### config.mk
export PLATFORM = sky130hd
export DESIGN_NAME = julia_iter_flat
export DESIGN_NICKNAME = d
export VERILOG_FILES = /design/src/rtl/julia_pkg.sv /design/src/rtl/julia_iter_if.sv /design/src/rtl/julia_step.sv /design/src/rtl/julia_iter.sv /design/src/flat_wrapper.sv
export SDC_FILE = /design/constraint.sdc
export NUM_CORES = 2
export LEC_CHECK = 0
export BUFFER_PORTS_ARGS = -buffer_cell sky130_fd_sc_hd__buf_4
export CORE_ASPECT_RATIO = 0.6
export CORE_MARGIN = 3
export CORE_UTILIZATION = 55
export DETAILED_ROUTE_END_ITERATION = 7
export PLACE_DENSITY = 0.85
export SLEW_MARGIN = 0
export SYNTH_ARGS = -nofsm -noshare
export SYNTH_HDL_FRONTEND = slang
export SYNTH_HIERARCHICAL = 1
export SYNTH_SLANG_ARGS = --single-unit
### constraint.sdc
create_clock -name clk -period 10.1 [get_ports clk]
set_input_delay 0.505 -clock clk [delete_from_list [all_inputs] [get_ports clk]]
set_output_delay 0.505 -clock clk [all_outputs]
set_load 0.01 [all_outputs]
### src/rtl/julia_pkg.sv
// Shared definitions for the Julia-set iteration engine: default fixed-point
// format, escape threshold, FSM state encoding and the saturation helper.
package julia_pkg;

  localparam int W_DEF    = 18;
  localparam int FRAC_DEF = 13;

  // Radius-squared threshold 4.0 expressed in the 2*frac format of a product.
  function automatic logic [63:0] escape_sq(input int frac);
    return 64'd4 << (2 * frac);
  endfunction

  localparam logic [63:0] ESCAPE_SQ = escape_sq(FRAC_DEF);

  typedef enum logic [1:0] {
    IDLE,
    ITER,
    DONE
  } state_t;

  // Clamp a wide signed value into the range of a w-bit two's-complement word.
  function automatic logic signed [63:0] sat(input logic signed [63:0] v, input int w);
    logic signed [63:0] hi;
    logic signed [63:0] lo;
    hi = (64'sd1 <<< (w - 1)) - 64'sd1;
    lo = -(64'sd1 <<< (w - 1));
    if (v > hi) return hi;
    if (v < lo) return lo;
    return v;
  endfunction

endpackage

### src/rtl/julia_iter_if.sv
// Pixel input and result output channels of the Julia iteration engine.
interface julia_iter_if #(
  parameter int W     = 18,
  parameter int TAG_W = 20
);
  logic                 in_valid;
  logic                 in_ready;
  logic signed [W-1:0]  z0_re;
  logic signed [W-1:0]  z0_im;
  logic signed [W-1:0]  c_re;
  logic signed [W-1:0]  c_im;
  logic [TAG_W-1:0]     in_tag;
  logic                 out_valid;
  logic                 out_ready;
  logic [7:0]           iter;
  logic [TAG_W-1:0]     out_tag;

  // Pixel source / result sink side.
  modport master (
    output in_valid, z0_re, z0_im, c_re, c_im, in_tag, out_ready,
    input  in_ready, out_valid, iter, out_tag
  );

  // Engine side.
  modport slave (
    input  in_valid, z0_re, z0_im, c_re, c_im, in_tag, out_ready,
    output in_ready, out_valid, iter, out_tag
  );
endinterface

### src/rtl/julia_step.sv
// One combinational Julia step: escape test on the current z, and z^2 + c.
module julia_step
  import julia_pkg::*;
#(
  parameter int W    = W_DEF,
  parameter int FRAC = FRAC_DEF
) (
  input  logic signed [W-1:0] i_zr,
  input  logic signed [W-1:0] i_zi,
  input  logic signed [W-1:0] i_cr,
  input  logic signed [W-1:0] i_ci,
  output logic signed [W-1:0] o_zr,
  output logic signed [W-1:0] o_zi,
  output logic                o_escape
);
  localparam logic [2*W:0] LP_ESC_SQ = (2*W+1)'(escape_sq(FRAC));

  logic signed [2*W-1:0] w_zr2;
  logic signed [2*W-1:0] w_zi2;
  logic signed [2*W-1:0] w_zri;
  logic signed [2*W:0]   w_diff;
  logic [2*W:0]          w_mag;
  logic signed [63:0]    w_re_sum;
  logic signed [63:0]    w_im_sum;

  // Full-precision products; no rounding before the escape test.
  assign w_zr2 = i_zr * i_zr;
  assign w_zi2 = i_zi * i_zi;
  assign w_zri = i_zr * i_zi;

  // Both squares are non-negative, so an unsigned 2W+1-bit sum cannot overflow.
  assign w_mag    = {1'b0, w_zr2} + {1'b0, w_zi2};
  assign o_escape = w_mag > LP_ESC_SQ;

  // Arithmetic shifts floor toward -inf; shifting zr*zi by FRAC-1 doubles it.
  assign w_diff   = (2*W+1)'(w_zr2) - (2*W+1)'(w_zi2);
  assign w_re_sum = 64'(w_diff >>> FRAC) + 64'(i_cr);
  assign w_im_sum = 64'(w_zri >>> (FRAC - 1)) + 64'(i_ci);

  assign o_zr = W'(sat(w_re_sum, W));
  assign o_zi = W'(sat(w_im_sum, W));
endmodule

### src/rtl/julia_iter.sv
// Per-pixel Julia iteration engine: accept z0/c/tag, iterate one step per
// clock until escape or the cap, then present the count with the tag.
module julia_iter
  import julia_pkg::*;
#(
  parameter int W        = W_DEF,
  parameter int FRAC     = FRAC_DEF,
  parameter int MAX_ITER = 12,
  parameter int TAG_W    = 20
) (
  input logic         clk,
  input logic         rst_n,
  julia_iter_if.slave bus
);
  state_t              r_state;
  logic signed [W-1:0] r_zr;
  logic signed [W-1:0] r_zi;
  logic signed [W-1:0] r_cr;
  logic signed [W-1:0] r_ci;
  logic [7:0]          r_count;
  logic [TAG_W-1:0]    r_tag;
  logic                r_in_ready;
  logic                r_out_valid;
  logic [7:0]          r_iter;
  logic [TAG_W-1:0]    r_out_tag;

  logic signed [W-1:0] w_zr_nxt;
  logic signed [W-1:0] w_zi_nxt;
  logic                w_escape;

  julia_step #(
    .W    (W),
    .FRAC (FRAC)
  ) u_step (
    .i_zr     (r_zr),
    .i_zi     (r_zi),
    .i_cr     (r_cr),
    .i_ci     (r_ci),
    .o_zr     (w_zr_nxt),
    .o_zi     (w_zi_nxt),
    .o_escape (w_escape)
  );

  // Handshake FSM with the iteration datapath and registered outputs.
  always_ff @(posedge clk or negedge rst_n) begin
    if (!rst_n) begin
      // NOTE: every register here, datapath included, is cleared so that a
      // pixel interrupted by reset leaves no stale z, c, count or tag behind.
      r_state     <= IDLE;
      r_zr        <= '0;
      r_zi        <= '0;
      r_cr        <= '0;
      r_ci        <= '0;
      r_count     <= '0;
      r_tag       <= '0;
      r_in_ready  <= 1'b1;
      r_out_valid <= 1'b0;
      r_iter      <= '0;
      r_out_tag   <= '0;
    end else begin
      // NOTE: non-blocking assignments so every register in this block sees
      // the pre-edge values of the others, whatever the statement order.
      case (r_state)
        IDLE: begin
          if (bus.in_valid && r_in_ready) begin
            r_zr       <= bus.z0_re;
            r_zi       <= bus.z0_im;
            r_cr       <= bus.c_re;
            r_ci       <= bus.c_im;
            r_tag      <= bus.in_tag;
            r_count    <= '0;
            r_in_ready <= 1'b0;
            r_state    <= ITER;
          end
        end
        ITER: begin
          if (w_escape || (r_count == 8'(MAX_ITER))) begin
            r_out_valid <= 1'b1;
            r_iter      <= r_count;
            r_out_tag   <= r_tag;
            r_state     <= DONE;
          end else begin
            r_zr    <= w_zr_nxt;
            r_zi    <= w_zi_nxt;
            r_count <= r_count + 8'd1;
          end
        end
        DONE: begin
          if (bus.out_ready) begin
            r_out_valid <= 1'b0;
            r_in_ready  <= 1'b1;
            r_state     <= IDLE;
          end
        end
        default: r_state <= IDLE;
      endcase
    end
  end

  assign bus.in_ready  = r_in_ready;
  assign bus.out_valid = r_out_valid;
  assign bus.iter      = r_iter;
  assign bus.out_tag   = r_out_tag;
endmodule
### src/flat_wrapper.sv
// flat-port wrapper written by rule: the top's interface ports become plain ports
module julia_iter_flat import julia_pkg::*;
#(
  parameter int W        = W_DEF,
  parameter int FRAC     = FRAC_DEF,
  parameter int MAX_ITER = 12,
  parameter int TAG_W    = 20
)
  (clk, rst_n, bus_in_valid, bus_z0_re, bus_z0_im, bus_c_re, bus_c_im, bus_in_tag, bus_out_ready, bus_in_ready, bus_out_valid, bus_iter, bus_out_tag);
  julia_iter_if #(.W(W), .TAG_W(TAG_W)) bus_i ();
  input logic clk;
  input logic rst_n;
  input wire logic [$bits(bus_i.in_valid)-1:0] bus_in_valid;
  input wire logic [$bits(bus_i.z0_re)-1:0] bus_z0_re;
  input wire logic [$bits(bus_i.z0_im)-1:0] bus_z0_im;
  input wire logic [$bits(bus_i.c_re)-1:0] bus_c_re;
  input wire logic [$bits(bus_i.c_im)-1:0] bus_c_im;
  input wire logic [$bits(bus_i.in_tag)-1:0] bus_in_tag;
  input wire logic [$bits(bus_i.out_ready)-1:0] bus_out_ready;
  output wire logic [$bits(bus_i.in_ready)-1:0] bus_in_ready;
  output wire logic [$bits(bus_i.out_valid)-1:0] bus_out_valid;
  output wire logic [$bits(bus_i.iter)-1:0] bus_iter;
  output wire logic [$bits(bus_i.out_tag)-1:0] bus_out_tag;
  assign bus_i.in_valid = bus_in_valid;
  assign bus_i.z0_re = bus_z0_re;
  assign bus_i.z0_im = bus_z0_im;
  assign bus_i.c_re = bus_c_re;
  assign bus_i.c_im = bus_c_im;
  assign bus_i.in_tag = bus_in_tag;
  assign bus_i.out_ready = bus_out_ready;
  assign bus_in_ready = bus_i.in_ready;
  assign bus_out_valid = bus_i.out_valid;
  assign bus_iter = bus_i.iter;
  assign bus_out_tag = bus_i.out_tag;
  julia_iter #(.W(W), .FRAC(FRAC), .MAX_ITER(MAX_ITER), .TAG_W(TAG_W)) u_core (.clk(clk), .rst_n(rst_n), .bus(bus_i));
endmodule
==> impl_metrics.tcl <==
set metrics [dict create \
    synth-adder-area-share_pct 52.64 \
    ir_drop_v 0.00007195 \
    synth.ff_latch_count 132 \
    synth_edf_count 0 \
    cts_root_buf "clkbuf_16" \
    yosysSeqAreaShare_pct 7.321 \
    gp_congestion 1.037 \
    grt_antenna_before_repair 14 \
    tritoncts "done" \
    die_y_um 227.9 \
    reg2reg_depth 43 \
    drtPass1Iterations 8 \
    synth_xor_xnor_area_share_pct 3.432 \
    finalClockSkew_ps 21.17 \
    p_total_w 0.001369 \
    p_comb_share_pct 4.1 \
    grt_usage_pct 35.27 \
    setup_viol 73 \
    syn_inst 5129 \
    grt_pass1_wl_um 235000 \
    tightest_slew_ps 1051 \
    finalHoldViolCount 0 \
    cts_buffers 25 \
    synthMuxAreaShare_pct 1.785 \
    synth.avg_cell_area_um2 8.800 \
    crit_path_end_kind "flop" \
    p_leak_nw 29.33 \
    place_area_um2 52740 \
    holdCritPathClass "input port to flop" \
    violations "negative setup slack" \
    worstPathRequired_ps 10450 \
    yosysWarnings 6 \
    holdPathStages 3 \
    regToRegSetupSlack_ps -550 \
    fill_cells 5537 \
    p_sw_share_pct 22.51 \
    cap_violations 0 \
    min_period_over_period_pct 105.5 \
    synth_cell_type_count 96 \
    cp_max_fo 8 \
    cp.arrival_ps 11010 \
    min_period_ps 10650 \
    cts.clk_slew.worst_paths_ps 70 \
    pwr-share-clk_pct 57.2 \
    clk_latency_ps 510 \
    whs_ps 186.4 \
    switchingPower_w 0.0003081 \
    cp-start-kind "flop" \
    crit_top_cell "buf_4" \
    sequentialPowerShare_pct 38.6 \
    ioPinCount 126 \
    avgViaCountPerCell 5.801 \
    drtIter0Drc 5001 \
    seqCellArea_um2 3324 \
    area_delta_synth_final_pct 24.74 \
    num_vias 40760 \
    die_w_um 375.8 \
    synthSimpleGateAreaFrac_pct 13.58 \
    cts_max_level 4 \
    ant_nets 0 \
    synth_top_family_by_area "adder cells" \
    holdPathEnd "u_core/r_cr[16]" \
    rr_startpoint "u_core/r_zr[0]" \
    stdcell_area_um2 56300 \
    grt_pass1_vias 42280 \
    p_int_w 0.001061 \
    r2r_end "u_core/r_zi[2]" \
    cts.sinks 132 \
    drt_wl_total_um 157900 \
    utilization_pct 70.05 \
    io_buffers 125 \
    syn_area_um2 45140 \
    status "finished with violations" \
    routedWlPerCell_um 22.47 \
    synth_ff_type "dfrtp_1" \
    power.density_nw_per_um2 24.31 \
    slew_headroom_pct 29.93 \
    initial_utilization_pct 56.16 \
    rows 80 \
    layout-drive-gt1-share_pct 23.77 \
    nets 7387 \
    grt_overflow_total 0 \
    clock_tree.buffer_depth 3 \
    hpwlAfterDp_um 125700 \
    rsz0062_at_grt "true" \
    core_region_area_um2 80380 \
    max_stage_delay_ps 600 \
    synth_compound_area_share_pct 8.885 \
    synth_nets 6566 \
    dieArea_um2 85650 \
    slowest_stage "fa_2" \
    drcViolationCount 0 \
    timing.final.ws_setup_ps -554.0 \
    async_reset_ff_share_pct 100.0 \
    worstHoldStart "bus_c_re[16]" \
    slew_violations 0 \
    fmax_mhz 93.86 \
    worstSetupPathType "flop to flop" \
    multiInputGateArea_um2 38050 \
    grt_max_degree 76 \
]
==> power groups by stage <==
| stage | Combinational [W] | Clock (W) | Sequential [W] |
|---|---|---|---|
| floorplan | 0.00000430 | 0 | 0.000539 |
| global placement | 0.0000535 | 0 | 0.000538 |
| detailed placement | 0.0000542 | 0 | 0.000538 |
| CTS | 0.0000554 | 0.000777 | 0.000529 |
| global route | 0.0000599 | 0.000806 | 0.000529 |
| finish | 0.0000566 | 0.000783 | 0.000529 |
==> Yosys cell counts, types with 5 or more instances <==
cell / number / share of area (%)
inv_1: 1254 / 10
fa_1: 930 / 41
nand2_1: 674 / 5.6
ha_1: 411 / 11
nor2_1: 188 / 1.6
clkbuf_1: 169 / 1.4
a21oi_1: 166 / 1.8
and2_1: 160 / 2.2
dfrtp_1: 131 / 7.3
o21ai_0: 130 / 1.4
xnor2_1: 123 / 2.4
nand3_1: 80 / 0.89
a21o_1: 63 / 1.0
xor2_1: 52 / 1.0
nand2b_1: 46 / 0.64
mux2i_1: 43 / 0.95
nor3_1: 42 / 0.47
nor2b_1: 30 / 0.42
mux2_2: 28 / 0.70
o21bai_1: 25 / 0.42
a211oi_1: 24 / 0.40
a31oi_1: 24 / 0.33
o21a_1: 24 / 0.40
and3_1: 22 / 0.30
nand4_1: 20 / 0.28
o31ai_1: 17 / 0.28
buf_2: 16 / 0.18
o21ai_1: 15 / 0.17
or3_1: 14 / 0.19
a211o_1: 12 / 0.23
a2111oi_0: 11 / 0.21
o211ai_1: 11 / 0.18
or2_2: 9 / 0.12
a221oi_1: 8 / 0.16
nor4_1: 8 / 0.11
buf_6: 7 / 0.17
nand3b_1: 7 / 0.12
or4_1: 7 / 0.12
clkinv_1: 6 / 0.050
o2111ai_1: 6 / 0.12
o22ai_1: 6 / 0.083
a31o_2: 5 / 0.097
buf_4: 5 / 0.083
nor3b_1: 5 / 0.083
o311ai_0: 5 / 0.097
==> repair_timing <==
item,in CTS,in global routing
buffers inserted,41,45
resized for setup,187,294
endpoints found under the setup margin,75,75
hold buffers,1,0
gates cloned,2,5
hold endpoints to repair,36,0
pin swaps,87,114
==> cell usage in the layout (no fill, tap or decap), types with 62 or more instances in the layout <==
| cell | n |
|---|---|
| buf_4 | 913 |
| nand2_1 | 659 |
| nor2_1 | 167 |
| a21oi_1 | 135 |
| a21o_1 | 62 |
| nand3_1 | 72 |
| o21ai_0 | 89 |
| fa_1 | 906 |
| ha_1 | 375 |
| dfrtp_1 | 115 |
| xnor2_1 | 99 |
| and2_1 | 148 |
| inv_1 | 1219 |
==> how the worst max path moves through the flow <==
stage          slack, ps               to       startpoint
6_report            -550   u_core/r_zi[2]   u_core/r_zr[0]
5_1_grt             -640   u_core/r_zi[2]   u_core/r_zr[0]
4_1_cts              0.3  u_core/r_zr[13]   u_core/r_zr[0]
3_5_place_dp        -940  u_core/r_zr[10]   u_core/r_zr[9]
3_3_place_gp        -800   u_core/r_zr[5]   u_core/r_zr[9]
2_1_floorplan          6   u_core/r_zr[4]  u_core/r_zi[12]
==> logic make-up after synthesis <==
kind of cell    count (synthesis)
simple gates                 1331
compound gates                613
buf+inv                      1461
mux                            75
fa+ha+maj                    1341
xor+xnor                      176
flops                         132
==> final cells by class <==
| type | count | area share (%) |
|---|---|---|
| multi-input combinational | 3536 | 67.58 |
| timing repair buffer | 992 | 14.38 |
| inverter | 1263 | 8.442 |
| sequential | 132 | 5.905 |
| tap | 1066 | 2.369 |
| clock buffer | 30 | 1.233 |
| clock inverter | 3 | 0.07111 |
| antenna | 5 | 0.02222 |
==> routing by layer <==
layer	routed length, um	GRT usage, %	part of all wire, %
met1	61870	49.70	39
met2	67120	51.63	43
met3	21190	11.52	13
met4	7561	11.35	4.8
met5	138	0	0.087
==> flip-flops by register name, summed over array words and instances, names as in the netlist <==
register	flops
u_core/r_zr	18
u_core/r_ci	18
u_core/r_count	8
u_core/r_state	2
u_core/r_zi	18
u_core/bus.out_valid	1
u_core/bus.iter	8
u_core/r_cr	18
u_core/bus.out_tag	20
u_core/bus.in_ready	1
u_core/r_tag	20
==> critical path: cells and delay by family (launching register included) <==
kind / cells / cell delay [ps]
AND/OR/NAND/NOR: 7 / 1200
adder cells (fa/ha/maj): 8 / 3110
AO/OA/AOI/OAI: 12 / 3510
buffers and inverters: 16 / 2190
flip-flops: 1 / 480
==> stage by stage <==
step / instances / setup TNS (ps) / worst slack, ps
floorplan: 5129 / 0 / 6.320
global placement: 6898 / -31690 / -801.2
detailed placement: 6898 / -40170 / -937.6
CTS: 6974 / 0 / 0.2807
global route: 7022 / -22410 / -644.2
finish: 7027 / -13880 / -554.0
No activity file was read; power rests on OpenSTA's default activity.
